**src/rtl/ctrl_pkg.sv**
```systemverilog
// Shared definitions for the pipelined MIPS control unit: opcodes, funct codes,
// ALU codes, MDU FSM states and the per-stage control bundles.
package ctrl_pkg;

  localparam logic [5:0] OP_RTYPE = 6'b000000;
  localparam logic [5:0] OP_LW    = 6'b100011;
  localparam logic [5:0] OP_SW    = 6'b101011;
  localparam logic [5:0] OP_BEQ   = 6'b000100;
  localparam logic [5:0] OP_ADDI  = 6'b001000;
  localparam logic [5:0] OP_J     = 6'b000010;

  localparam logic [5:0] FN_ADD  = 6'b100000;
  localparam logic [5:0] FN_SUB  = 6'b100010;
  localparam logic [5:0] FN_AND  = 6'b100100;
  localparam logic [5:0] FN_OR   = 6'b100101;
  localparam logic [5:0] FN_SLT  = 6'b101010;
  localparam logic [5:0] FN_MULT = 6'b011000;
  localparam logic [5:0] FN_DIV  = 6'b011010;

  localparam logic [2:0] ALU_AND = 3'b000;
  localparam logic [2:0] ALU_OR  = 3'b001;
  localparam logic [2:0] ALU_ADD = 3'b010;
  localparam logic [2:0] ALU_SUB = 3'b110;
  localparam logic [2:0] ALU_SLT = 3'b111;

  typedef enum logic [1:0] {
    MDU_IDLE = 2'd0,
    MDU_BUSY = 2'd1,
    MDU_DONE = 2'd2
  } mdu_state_t;

  typedef struct packed {
    logic       reg_write;
    logic       reg_dst;
    logic       alu_src;
    logic       mem_write;
    logic       mem_to_reg;
    logic       mem_read;
    logic       mdu;
    logic [2:0] alu_ctrl;
  } id_ex_t;

  typedef struct packed {
    logic reg_write;
    logic mem_write;
    logic mem_to_reg;
    logic mem_read;
  } ex_mem_t;

  typedef struct packed {
    logic reg_write;
    logic mem_to_reg;
  } mem_wb_t;

endpackage

```
**src/rtl/ctrl_pipe_mdu_if.sv**
```systemverilog
// Signal bundle between the control unit and its surroundings (decoder input,
// hazard-unit requests, per-stage control outputs and the MDU state for debug).
interface ctrl_pipe_mdu_if;
  import ctrl_pkg::*;

  logic [5:0] op;
  logic [5:0] funct;
  logic [2:0] stall;
  logic [2:0] flush;
  logic       branch_d;
  logic       jump_d;
  logic [2:0] alu_ctrl_e;
  logic       alu_src_e;
  logic       reg_dst_e;
  logic       mem_read_e;
  logic       reg_write_e;
  logic       mdu_e;
  logic       reg_write_m;
  logic       mem_write_m;
  logic       mem_read_m;
  logic       mem_to_reg_m;
  logic       reg_write_w;
  logic       mem_to_reg_w;
  logic       mdu_busy;
  logic       mdu_done;
  mdu_state_t mdu_state;

  // stall/flush bit0 = ID/EX, bit1 = EX/MEM, bit2 = MEM/WB; flush beats stall.
  modport master (
    output op, funct, stall, flush,
    input  branch_d, jump_d, alu_ctrl_e, alu_src_e, reg_dst_e, mem_read_e,
           reg_write_e, mdu_e, reg_write_m, mem_write_m, mem_read_m,
           mem_to_reg_m, reg_write_w, mem_to_reg_w, mdu_busy, mdu_done,
           mdu_state
  );

  modport slave (
    input  op, funct, stall, flush,
    output branch_d, jump_d, alu_ctrl_e, alu_src_e, reg_dst_e, mem_read_e,
           reg_write_e, mdu_e, reg_write_m, mem_write_m, mem_read_m,
           mem_to_reg_m, reg_write_w, mem_to_reg_w, mdu_busy, mdu_done,
           mdu_state
  );

endinterface

```
**src/rtl/ctrl_decode.sv**
```systemverilog
// ID-stage main decoder: op/funct to the ID/EX control bundle plus branch/jump.
module ctrl_decode
  import ctrl_pkg::*;
(
  input  logic [5:0] op,
  input  logic [5:0] funct,
  output id_ex_t     ctrl,
  output logic       branch,
  output logic       jump
);

  always_comb begin
    ctrl          = '0;
    ctrl.alu_ctrl = ALU_ADD;
    branch        = 1'b0;
    jump          = 1'b0;
    case (op)
      OP_RTYPE: begin
        // Unknown funct falls through as a NOP bundle.
        case (funct)
          FN_ADD: begin ctrl.reg_write = 1'b1; ctrl.reg_dst = 1'b1; end
          FN_SUB: begin ctrl.reg_write = 1'b1; ctrl.reg_dst = 1'b1; ctrl.alu_ctrl = ALU_SUB; end
          FN_AND: begin ctrl.reg_write = 1'b1; ctrl.reg_dst = 1'b1; ctrl.alu_ctrl = ALU_AND; end
          FN_OR:  begin ctrl.reg_write = 1'b1; ctrl.reg_dst = 1'b1; ctrl.alu_ctrl = ALU_OR;  end
          FN_SLT: begin ctrl.reg_write = 1'b1; ctrl.reg_dst = 1'b1; ctrl.alu_ctrl = ALU_SLT; end
          FN_MULT, FN_DIV: begin ctrl.reg_dst = 1'b1; ctrl.mdu = 1'b1; end
          default: ;
        endcase
      end
      OP_LW: begin
        ctrl.reg_write  = 1'b1;
        ctrl.alu_src    = 1'b1;
        ctrl.mem_read   = 1'b1;
        ctrl.mem_to_reg = 1'b1;
      end
      OP_SW: begin
        ctrl.alu_src   = 1'b1;
        ctrl.mem_write = 1'b1;
      end
      OP_BEQ: begin
        branch        = 1'b1;
        ctrl.alu_ctrl = ALU_SUB;
      end
      OP_ADDI: begin
        ctrl.reg_write = 1'b1;
        ctrl.alu_src   = 1'b1;
      end
      OP_J: jump = 1'b1;
      default: ;
    endcase
  end

endmodule

```
**src/rtl/ctrl_pipe_mdu.sv**
```systemverilog
// Pipelined control unit: ID/EX, EX/MEM, MEM/WB control registers with per-boundary
// stall/flush, and the MULT/DIV occupancy FSM that drives mdu_busy/mdu_done.
module ctrl_pipe_mdu
  import ctrl_pkg::*;
#(
  parameter int MDU_LAT = 32,
  parameter int CNT_W   = $clog2(MDU_LAT)
) (
  input logic           clk,
  input logic           rst,
  ctrl_pipe_mdu_if.slave bus
);

  // The IDLE entry cycle and the DONE cycle each account for one EX cycle, so
  // BUSY lasts MDU_LAT-2 cycles and the counter runs from MDU_LAT-3 down to 0.
  localparam logic [CNT_W-1:0] CNT_LOAD = (MDU_LAT > 2) ? CNT_W'(MDU_LAT - 3) : '0;

  id_ex_t     ctrl_d;
  id_ex_t     id_ex;
  ex_mem_t    ex_mem;
  mem_wb_t    mem_wb;
  mdu_state_t state, state_nx;
  logic [CNT_W-1:0] cnt, cnt_nx;

  ctrl_decode u_decode (
    .op     (bus.op),
    .funct  (bus.funct),
    .ctrl   (ctrl_d),
    .branch (bus.branch_d),
    .jump   (bus.jump_d)
  );

  always_ff @(posedge clk or posedge rst) begin
    if (rst)               id_ex <= '0;
    else if (bus.flush[0]) id_ex <= '0;
    else if (!bus.stall[0]) id_ex <= ctrl_d;
  end

  always_ff @(posedge clk or posedge rst) begin
    if (rst)               ex_mem <= '0;
    else if (bus.flush[1]) ex_mem <= '0;
    else if (!bus.stall[1])
      ex_mem <= '{reg_write: id_ex.reg_write, mem_write: id_ex.mem_write,
                  mem_to_reg: id_ex.mem_to_reg, mem_read: id_ex.mem_read};
  end

  always_ff @(posedge clk or posedge rst) begin
    if (rst)               mem_wb <= '0;
    else if (bus.flush[2]) mem_wb <= '0;
    else if (!bus.stall[2])
      mem_wb <= '{reg_write: ex_mem.reg_write, mem_to_reg: ex_mem.mem_to_reg};
  end

  always_ff @(posedge clk or posedge rst) begin
    if (rst) begin
      state <= MDU_IDLE;
      cnt   <= '0;
    end else begin
      state <= state_nx;
      cnt   <= cnt_nx;
    end
  end

  always_comb begin
    state_nx = state;
    cnt_nx   = cnt;
    case (state)
      MDU_IDLE: begin
        if (id_ex.mdu) begin
          state_nx = (MDU_LAT > 2) ? MDU_BUSY : MDU_DONE;
          cnt_nx   = CNT_LOAD;
        end
      end
      MDU_BUSY: begin
        if (cnt == '0) state_nx = MDU_DONE;
        else           cnt_nx   = cnt - CNT_W'(1);
      end
      // mdu_e is still set here; leaving via IDLE stops a retrigger on the same op.
      MDU_DONE: if (!bus.stall[0]) state_nx = MDU_IDLE;
      default:  state_nx = MDU_IDLE;
    endcase
    if (bus.flush[0]) state_nx = MDU_IDLE;
  end

  assign bus.mdu_busy     = (state == MDU_BUSY) || ((state == MDU_IDLE) && id_ex.mdu);
  assign bus.mdu_done     = (state == MDU_DONE);
  assign bus.mdu_state    = state;

  assign bus.alu_ctrl_e   = id_ex.alu_ctrl;
  assign bus.alu_src_e    = id_ex.alu_src;
  assign bus.reg_dst_e    = id_ex.reg_dst;
  assign bus.mem_read_e   = id_ex.mem_read;
  assign bus.reg_write_e  = id_ex.reg_write;
  assign bus.mdu_e        = id_ex.mdu;
  assign bus.reg_write_m  = ex_mem.reg_write;
  assign bus.mem_write_m  = ex_mem.mem_write;
  assign bus.mem_read_m   = ex_mem.mem_read;
  assign bus.mem_to_reg_m = ex_mem.mem_to_reg;
  assign bus.reg_write_w  = mem_wb.reg_write;
  assign bus.mem_to_reg_w = mem_wb.mem_to_reg;

endmodule

```
**src/flat_wrapper.sv**
```systemverilog
// flat-port wrapper written by rule: the top's interface ports become plain ports
module ctrl_pipe_mdu_flat import ctrl_pkg::*;
#(
  parameter int MDU_LAT = 32,
  parameter int CNT_W   = $clog2(MDU_LAT)
)
  (clk, rst, bus_op, bus_funct, bus_stall, bus_flush, bus_branch_d, bus_jump_d, bus_alu_ctrl_e, bus_alu_src_e, bus_reg_dst_e, bus_mem_read_e, bus_reg_write_e, bus_mdu_e, bus_reg_write_m, bus_mem_write_m, bus_mem_read_m, bus_mem_to_reg_m, bus_reg_write_w, bus_mem_to_reg_w, bus_mdu_busy, bus_mdu_done, bus_mdu_state);
  ctrl_pipe_mdu_if bus_i ();
  input logic clk;
  input logic rst;
  input wire logic [$bits(bus_i.op)-1:0] bus_op;
  input wire logic [$bits(bus_i.funct)-1:0] bus_funct;
  input wire logic [$bits(bus_i.stall)-1:0] bus_stall;
  input wire logic [$bits(bus_i.flush)-1:0] bus_flush;
  output wire logic [$bits(bus_i.branch_d)-1:0] bus_branch_d;
  output wire logic [$bits(bus_i.jump_d)-1:0] bus_jump_d;
  output wire logic [$bits(bus_i.alu_ctrl_e)-1:0] bus_alu_ctrl_e;
  output wire logic [$bits(bus_i.alu_src_e)-1:0] bus_alu_src_e;
  output wire logic [$bits(bus_i.reg_dst_e)-1:0] bus_reg_dst_e;
  output wire logic [$bits(bus_i.mem_read_e)-1:0] bus_mem_read_e;
  output wire logic [$bits(bus_i.reg_write_e)-1:0] bus_reg_write_e;
  output wire logic [$bits(bus_i.mdu_e)-1:0] bus_mdu_e;
  output wire logic [$bits(bus_i.reg_write_m)-1:0] bus_reg_write_m;
  output wire logic [$bits(bus_i.mem_write_m)-1:0] bus_mem_write_m;
  output wire logic [$bits(bus_i.mem_read_m)-1:0] bus_mem_read_m;
  output wire logic [$bits(bus_i.mem_to_reg_m)-1:0] bus_mem_to_reg_m;
  output wire logic [$bits(bus_i.reg_write_w)-1:0] bus_reg_write_w;
  output wire logic [$bits(bus_i.mem_to_reg_w)-1:0] bus_mem_to_reg_w;
  output wire logic [$bits(bus_i.mdu_busy)-1:0] bus_mdu_busy;
  output wire logic [$bits(bus_i.mdu_done)-1:0] bus_mdu_done;
  output wire logic [$bits(bus_i.mdu_state)-1:0] bus_mdu_state;
  assign bus_i.op = bus_op;
  assign bus_i.funct = bus_funct;
  assign bus_i.stall = bus_stall;
  assign bus_i.flush = bus_flush;
  assign bus_branch_d = bus_i.branch_d;
  assign bus_jump_d = bus_i.jump_d;
  assign bus_alu_ctrl_e = bus_i.alu_ctrl_e;
  assign bus_alu_src_e = bus_i.alu_src_e;
  assign bus_reg_dst_e = bus_i.reg_dst_e;
  assign bus_mem_read_e = bus_i.mem_read_e;
  assign bus_reg_write_e = bus_i.reg_write_e;
  assign bus_mdu_e = bus_i.mdu_e;
  assign bus_reg_write_m = bus_i.reg_write_m;
  assign bus_mem_write_m = bus_i.mem_write_m;
  assign bus_mem_read_m = bus_i.mem_read_m;
  assign bus_mem_to_reg_m = bus_i.mem_to_reg_m;
  assign bus_reg_write_w = bus_i.reg_write_w;
  assign bus_mem_to_reg_w = bus_i.mem_to_reg_w;
  assign bus_mdu_busy = bus_i.mdu_busy;
  assign bus_mdu_done = bus_i.mdu_done;
  assign bus_mdu_state = bus_i.mdu_state;
  ctrl_pipe_mdu #(.MDU_LAT(MDU_LAT), .CNT_W(CNT_W)) u_core (.clk(clk), .rst(rst), .bus(bus_i));
endmodule
```
**config.mk**
```make
export PLATFORM = sky130hd
export DESIGN_NAME = ctrl_pipe_mdu_flat
export DESIGN_NICKNAME = d
export VERILOG_FILES = /design/src/rtl/ctrl_pkg.sv /design/src/rtl/ctrl_pipe_mdu_if.sv /design/src/rtl/ctrl_decode.sv /design/src/rtl/ctrl_pipe_mdu.sv /design/src/flat_wrapper.sv
export SDC_FILE = /design/constraint.sdc
export NUM_CORES = 1
export LEC_CHECK = 0
export CAP_MARGIN = 20
export CORE_MARGIN = 2
export CORE_UTILIZATION = 48
export DETAILED_ROUTE_END_ITERATION = 10
export PLACE_DENSITY = 0.9
export SLEW_MARGIN = 10
export SYNTH_ARGS = -nofsm -noshare
export SYNTH_HDL_FRONTEND = slang
export SYNTH_SLANG_ARGS = --single-unit
export TNS_END_PERCENT = 20
```
**constraint.sdc**
```tcl
create_clock -name clk -period 4.2 [get_ports clk]
set_input_delay 0.63 -clock clk [delete_from_list [all_inputs] [get_ports clk]]
set_output_delay 0.63 -clock clk [all_outputs]
set_load 0.02 [all_outputs]
```
-- After elaboration in Yosys (flattened, before gate mapping)
Cells that the tools add are included.
- $add $sub $neg: 1
- equality and inequality tests: 22
- reductions and logical operators: 13
- multiplexer cells: 27
- operators by type and width (kind ; count):
    6-bit equality test (second input constant) ; 7
    10-bit 2-to-1 mux ; 2
    2-bit 2-to-1 mux ; 7
    6-bit by 5-bit equality test with 1-bit output (second input constant) ; 2
    3-bit case mux with 4 select lines ; 1
    5-bit 2-to-1 mux ; 2
    5-bit case mux with 2 select lines ; 1
    1-bit 2-to-1 mux ; 9
    4-bit 2-to-1 mux ; 2
    2-bit by 1-bit != test with 1-bit output (second input constant) ; 4
    7-bit OR reduction ; 1
    6-bit by 2-bit equality test with 1-bit output (second input constant) ; 1
    6-bit by 3-bit equality test with 1-bit output (second input constant) ; 1
    6-bit by 4-bit equality test with 1-bit output (second input constant) ; 1
    6-bit zero test ; 1
    3-bit by 2-bit != test with 1-bit output (second input constant) ; 2
    2-bit case mux with 3 select lines ; 1
    3-bit case mux with 2 select lines ; 1
    3-bit AND reduction ; 2
    5-bit zero test ; 1
    5-bit OR reduction ; 1
    5-bit by 1-bit subtractor with 5-bit output (second input constant) ; 1
    2-bit OR reduction ; 2
    3-bit != test (second input constant) ; 1
    9 further kinds ; 9
- bits of input ports: 20
- output and inout bits: 20
- word-level logic and storage cells: 79
- register bits after elaboration: 23

-- Logic depth before layout (Yosys ltp)
Gate-level depths: netlist of run 1.
- word-level depth: 6
- gate-level depth with buffers: 6
- mapped depth without buffers: 6

-- Hierarchy
Synthesis of run 1 repeated with hierarchy kept, for this count alone.
- cells, all modules: 129
- area, all modules: 1298.7 µm²
- by module, submodules not included (module ; sequential area each (µm²) ; area each (µm²) ; instances ; cells each):
    ctrl_pipe_mdu ; 575.6 ; 1091.0 ; 1 ; 97
    ctrl_decode ; 0.0 ; 207.7 ; 1 ; 32

-- Least setup slack after synthesis of run 1
OpenSTA, ideal clock, no wires.
- path kind: input to output
- start: in bus_op[5]
- end: out bus_branch_d
- path buffers: 0
- arrival time: 1530 ps
- required time: 3570 ps
- slack: 2040 ps
- stages on the path: 2
- path through: or4_4 nor3b_4
- cells in the longest elaborated chain, start to end: 2
- RTL lines (element ; line ; source):
    from (decl) ; flat_wrapper.sv:11 ; input wire logic [$bits(bus_i.op)-1:0] bus_op;
    6-bit by 3-bit equality test with 1-bit output ; ctrl_decode.sv:17 ; case (op)
    1-bit 2-to-1 mux ; ctrl_decode.sv:17 ;
    to (decl) ; flat_wrapper.sv:15 ; output wire logic [$bits(bus_i.branch_d)-1:0] bus_branch_d;
No other way between the ends.

-- Final worst setup path of run 1
Ends and elaborated chain as after synthesis.

==> out/results.ini, run 1 <==
[status]
status = finished clean

[critical_path]
reg2reg_depth = 6
rr_startpoint = u_core.cnt[0]$_DFFE_PP0P_
cp-startpoint = bus_op[5]
cp.required_ns = 3.57
r2r-end = u_core.cnt[2]$_DFFE_PP0P_
crit_type = in -> out
cp_max_fo = 4
start_kind = primary input
cp-endpoint = bus_branch_d
cp.arrival_ns = 2.55
reg2reg_slack_ns = 2.60
endpoint_kind = primary output

[clock_tree]
numCtsBuffers = 3
cts_setup_buffers = 0
cts_sinks = 21
cts.path.max_buffers = 2
cts_resized = 0
htree_levels = 1
clk_latency_ns = 0.30
cts.clk_slew.worst_paths_ns = 0.11
cts_root_buf = clkbuf_4
cts_tree = built
cts-hold-fix-buffers = 0

[timing]
fin_ws_ns = 1.02
fmax_mhz = 315
fin_crit_ns = 3.18
finalHoldViolations = 0
grt_setup_unrepaired = false
fin_setup_tns_ns = 0
slew_viol_final = 0
clock_skew_ns = 0.00250
setup_viol = 0
worst-slew-pin-transition_ns = 0.781
timing.final.crit_share = 0.756
holdWs_ns = 0.512
relSlewSlack = 0.479

[power]
power.density_mw_per_mm2 = 224
ir_worst_vdd_mv = 0.123
p_leak_nw = 0.671

[cells_and_area]
syn_to_final_growth_pct = 34.1
multiInputGateArea_um2 = 566
stdcell_count = 180
seq_area_um2 = 526
nets = 175
fill_cells = 200
layout-drive-gt1-share = 0.0987
antenna_cells = 0

[floorplanning]
num_rows = 17
chipWidth_um = 53.2
die_height_um = 53.2
dieArea_mm2 = 0.00283
core_area_mm2 = 0.00225
ios = 40
start_util = 0.514

[synth]
yosysSeqAreaShare = 0.453
synth_cells = 115
syn_area_mm2 = 0.00116
syn_avg_cell_area_um2 = 10.1
synth_edf_count = 0
yosys_warnings = 0
synth_most_common_cell = dfrtp_1
yosysTopAreaCell = dfrtp_1
yosys_most_used_dff = dfrtp_1
async_reset_ff_frac = 1.00
synthDistinctLibCells = 38
synth_top_area_share = 0.453
synth-seq-cells = 21
synth.area.top_cells = dfrtp_1 45%, mux2i_1 6.9%, nor2_1 5.2%
synth_commonest_cells = 21 x dfrtp_1, 16 x nor2_1, 13 x nand2_1, 8 x mux2i_1
syn_nets = 137

[detailed_routing]
drt_iter0_drc = 10
wl_met3_um = 147
wl_met2_um = 1290
m1WireLength_um = 1020
avgRoutedWirePerCell_um = 13.6
num_vias = 984
drc = 0
drt-total-wl_um = 2460
drt_pass1_iterations = 4
dr.max_layer_used = met3
ant_nets = 0
avgViaCountPerCell = 5.47

[grt]
grt_max_degree = 22
grt_pass1_wl_um = 4050
grt-ovfl-total = 0
grtUsageTotal = 0.197
grt_antenna_before_repair = 0
grt_pass1_vias = 996

[placed_design]
dp_hpwl_um = 1980
gp_congestion = 0.813
dp.cells = 176
dp_slack_ns = 1.03
port_buffers = 39

[worst_hold_path]
min_path_type = reg -> reg

[flow_run]
drv_cap = 0

## where the power goes
group | leakage, nW | switching, W | internal, W
clock | 0.0177 | 0.0000594 | 0.0000354
sequential | 0.292 | 0.00000137 | 0.000204
combinational | 0.361 | 0.0000234 | 0.0000251
## kinds of logic after synthesis
family / Yosys count / synth area share
and+or+nand+nor: 58 / 0.288
muxes: 8 / 0.0690
AOI/OAI and AO/OA: 17 / 0.109
DFF: 21 / 0.453
buffers and inverters: 9 / 0.0593
adders and majority gates: 2 / 0.0216
## cell type report
| cell class | count | area share |
|---|---|---|
| well taps | 28 | 0.0225 |
| multi-input cells | 85 | 0.364 |
| clock inverters | 1 | 0.00322 |
| inverters | 3 | 0.00724 |
| flip-flops and latches | 21 | 0.338 |
| repair buffers | 39 | 0.251 |
| clock buffers | 3 | 0.0145 |
## worst max-delay path: stages
cell and delay, ns:
clkdlybuf4s50_1 0.45, or4_4 0.59, nor3b_4 0.23, clkdlybuf4s50_1 0.64
## worst min-delay path by stage
stage                                                    start                                    to  depth (start not counted)  slack (ns)
after detailed placement      u_core.bus.reg_dst_e$_DFFE_PP0N_      u_core.bus.reg_dst_e$_DFFE_PP0N_                          2        0.49
after global placement    u_core.bus.alu_ctrl_e[0]$_DFFE_PP0N_  u_core.bus.alu_ctrl_e[0]$_DFFE_PP0N_                          2        0.47
after global routing                 u_core.cnt[0]$_DFFE_PP0P_             u_core.cnt[0]$_DFFE_PP0P_                          1        0.55
final                                u_core.cnt[0]$_DFFE_PP0P_             u_core.cnt[0]$_DFFE_PP0P_                          1        0.51
after CTS                            u_core.cnt[0]$_DFFE_PP0P_             u_core.cnt[0]$_DFFE_PP0P_                          1        0.51
after floorplan           u_core.bus.alu_ctrl_e[0]$_DFFE_PP0N_  u_core.bus.alu_ctrl_e[0]$_DFFE_PP0N_                          2        0.46
## sequential cells by signal, indices dropped and copies added, names as in the netlist
signal and flops:
u_core.bus.mem_to_reg_w 1, u_core.bus.mem_write_m 1, u_core.bus.mem_to_reg_m 1, u_core.bus.mdu_e 1, u_core.bus.alu_ctrl_e 3, u_core.cnt 5
u_core.bus.reg_dst_e 1, u_core.bus.reg_write_w 1, u_core.bus.mdu_state 2, u_core.bus.alu_src_e 1, u_core.bus.reg_write_e 1, u_core.bus.reg_write_m 1
u_core.id_ex 2
## metal layers
layer  GRT usage  up-vias
li1            -      485
met1       0.221      466
met2       0.390       33
met3      0.0254        0
met4      0.0385        0
met5           0        -
## placed cells by master (no fill, tap or decap), drive strengths merged, types with 2 or more instances in the layout
cell type	count
a21oi	4
a22oi	3
and3	3
clkbuf	3
clkdlybuf4s50	39
dfrtp	21
ha	2
inv	3
mux2i	8
nand2	14
nand3	2
nor2	17
nor2b	5
nor3	4
nor3b	3
nor4	2
o21ai	4
## per-stage QoR
step                      instance area [um2]  utilization  power [W]
after floorplan                          1160            -   0.000231
after global placement                   1530        0.678   0.000256
after detailed placement                 1530        0.678   0.000258
after CTS                                1560        0.690   0.000351
after global routing                     1560        0.690   0.000363
final                                    1560        0.690   0.000348
No activity file was read; power rests on OpenSTA's default activity.
==> run 2: changes to the inputs <==
--- a/config.mk
+++ b/config.mk
@@ -7,9 +7,9 @@
 export LEC_CHECK = 0
 export CAP_MARGIN = 20
 export CORE_MARGIN = 2
-export CORE_UTILIZATION = 48
+export CORE_UTILIZATION = 44
 export DETAILED_ROUTE_END_ITERATION = 10
-export PLACE_DENSITY = 0.9
+export PLACE_DENSITY = 0.84
 export SLEW_MARGIN = 10
 export SYNTH_ARGS = -nofsm -noshare
 export SYNTH_HDL_FRONTEND = slang
==> constraint.sdc (replaced) <==
create_clock -name clk -period 3.2 [get_ports clk]
set_input_delay 0.48 -clock clk [delete_from_list [all_inputs] [get_ports clk]]
set_output_delay 0.48 -clock clk [all_outputs]
set_load 0.02 [all_outputs]
==> run 2 against run 1 <==
  * Clock power up 32%
  * Design area about the same
  * Die area rose by 8.4%
  * Register-to-register slack got worse by 0.97 ns
  * Critical path depth unchanged
  * Global-route usage fell by 1.6 points
  * Final cell count is 1.1% higher
==> out/results.ini, run 2 (synthesized netlist as in run 1, its figures left out) <==
[status]
status = finished clean  ; unchanged

[timing]
setup_viol = 0  ; unchanged
timing.final.crit_share = 0.909
fin_crit_ns = 2.91
grt_setup_unrepaired = false  ; unchanged
relSlewSlack = 0.486  ; was 0.479
worst-slew-pin-transition_ns = 0.770  ; was 0.781 ns
fmax_mhz = 344
fin_setup_tns_ns = 0  ; unchanged
finalHoldViolations = 0  ; unchanged
slew_viol_final = 0  ; unchanged
clock_skew_ns = 0.00583  ; was 0.00250 ns

[critical_path]
rr_startpoint = u_core.cnt[0]$_DFFE_PP0P_  ; unchanged
crit_type = in -> out  ; unchanged
cp.required_ns = 2.72  ; was 3.57 ns
cp-startpoint = bus_op[5]  ; unchanged
start_kind = primary input  ; unchanged
critPathMaxStageDelay_ns = 0.64  ; about the same
crit_chain = clkdlybuf4s50_1 > or4_4 > nor3b_4 > clkdlybuf4s50_1  ; unchanged
cp_max_fo = 4  ; unchanged
cp_common_cell = clkdlybuf4s50_1  ; unchanged
endpoint_kind = primary output  ; unchanged
cp.arrival_ns = 2.43  ; was 2.55 ns
cpMaxStageDelayCell = clkdlybuf4s50_1  ; unchanged

[placed_design]
port_buffers = 39  ; unchanged
dpl_cell_area_mm2 = 0.00153  ; about the same
gp_congestion = 0.780  ; was 0.813
dp_hpwl_um = 2030  ; was 1980 um

[cells_and_area]
design_area_mm2 = 0.00156  ; about the same
antenna_cells = 0  ; unchanged
nets = 175  ; unchanged
final_common_cell = clkdlybuf4s50_1  ; unchanged
multiInputGateArea_um2 = 566  ; unchanged
largest_reg_flops = 5  ; unchanged
fill_cells = 219  ; was 200
syn_to_final_growth_pct = 34.2  ; was 34.1%
largest-register = u_core.cnt  ; unchanged
seq_area_um2 = 526  ; unchanged
mostFrequentLayoutCells = 39 x clkdlybuf4s50_1, 21 x dfrtp_1, 16 x nor2_1, 13 x nand2_1, 8 x mux2i_1  ; unchanged
postLayoutCoreUtil = 0.628  ; was 0.690
layout-drive-gt1-share = 0.0921  ; was 0.0987

[floorplanning]
start_util = 0.468  ; was 0.514
die_height_um = 55.3  ; was 53.2 um
chipWidth_um = 55.3  ; was 53.2 um
ios = 40  ; unchanged
num_rows = 18  ; was 17
dieArea_mm2 = 0.00306  ; was 0.00283 mm2
core_area_mm2 = 0.00248  ; was 0.00225 mm2

[power]
p_total_w = 0.000458  ; was 0.000348 W
power.density_mw_per_mm2 = 294  ; was 224 mW/mm2
ir_worst_vdd_mv = 0.159  ; was 0.123 mV
p_leak_nw = 0.668  ; was 0.671 nW

[flow_run]
drv_cap = 0  ; unchanged

[worst_hold_path]
min_path_type = reg -> reg  ; unchanged
worstHoldStart = u_core.bus.reg_dst_e$_DFFE_PP0N_  ; was u_core.cnt[0]$_DFFE_PP0P_

[clock_tree]
cts.clk_slew.worst_paths_ns = 0.11  ; about the same
htree_levels = 1  ; unchanged
cts.path.max_buffers = 2  ; unchanged
cts_tree = built  ; unchanged
cts_sinks = 21  ; unchanged
cts_root_buf = clkbuf_4  ; unchanged
cts-hold-fix-buffers = 0  ; unchanged
cts_setup_buffers = 0  ; unchanged
clk_latency_ns = 0.30  ; about the same
numCtsBuffers = 3  ; unchanged
cts_resized = 0  ; unchanged

[grt]
grt-ovfl-total = 0  ; unchanged
grtUsageTotal = 0.181  ; was 0.197
grt_antenna_before_repair = 0  ; unchanged
grt_pass1_wl_um = 4600  ; was 4050 um
grt_max_degree = 22  ; unchanged
grt_pass1_vias = 1064  ; was 996

[detailed_routing]
num_vias = 995  ; was 984
drt_pass1_iterations = 4  ; unchanged
ant_nets = 0  ; unchanged
avgViaCountPerCell = 5.47  ; about the same
drt-total-wl_um = 2530  ; was 2460 um
drt_iter0_drc = 23  ; was 10
avgRoutedWirePerCell_um = 13.9  ; was 13.6 um
drc = 0  ; unchanged

-- run 2: cell types whose count changed in the layout (fill, tap and decap cells not counted), sizes merged --
| cell | before | now |
|---|---|---|
| clkbuf | 3 | 4 |
| clkinv | 1 | 0 |
-- run 2: path summary, 6_finish.rpt --
path                       cells after the start  slack, ns                                to
max in group asynchronous                      2       2.11       u_core.id_ex[5]$_DFFE_PP0N_
hold / removal                                 2       0.52  u_core.bus.reg_dst_e$_DFFE_PP0N_
setup / recovery                               4       0.29                      bus_branch_d
hold reg to reg                                2       0.52  u_core.bus.reg_dst_e$_DFFE_PP0N_
min in group asynchronous                      2       0.60         u_core.cnt[2]$_DFFE_PP0P_
setup reg to reg                               6       1.63         u_core.cnt[2]$_DFFE_PP0P_
-- run 2: layout make-up --
type                            count  share of cell area
Tap cell                           30              0.0241
Multi-Input combinational cell     85               0.363
Clock buffer                        4              0.0169
Inverter                            3             0.00723
Timing Repair Buffer               39               0.251
Sequential cell                    21               0.338
-- run 2: power by group --
group / leakage (nW) / switching [W] / internal, W / total, W
clock network: 0.0150 / 0.0000764 / 0.0000485 / 0.000125
registers: 0.292 / 0.00000171 / 0.000267 / 0.000269
logic: 0.361 / 0.0000312 / 0.0000330 / 0.0000642
-- run 2: layer usage --
layer	wire length [um]	vias to the layer above	track usage	part of all wire
met5	0	-	0	0
met4	6	0	0.0523	0.0024
met3	192	2	0.0375	0.076
met2	1300	37	0.318	0.51
met1	1030	474	0.221	0.41
li1	-	482	-	-
-- run 2: critical path: cells and delay by family --
kind          cells  cell delay, ns
buf+inv           2            1.11
simple gates      2            0.84
-- run 2: stage by stage --
step	std cells	setup slack, ns	hold WS [ns]
3_3_place_gp	178	0.337	0.475
2_1_floorplan	115	1.34	0.457
6_report	182	0.292	0.517
5_1_grt	182	0.257	0.542
3_5_place_dp	178	0.312	0.488
4_1_cts	182	0.303	0.517
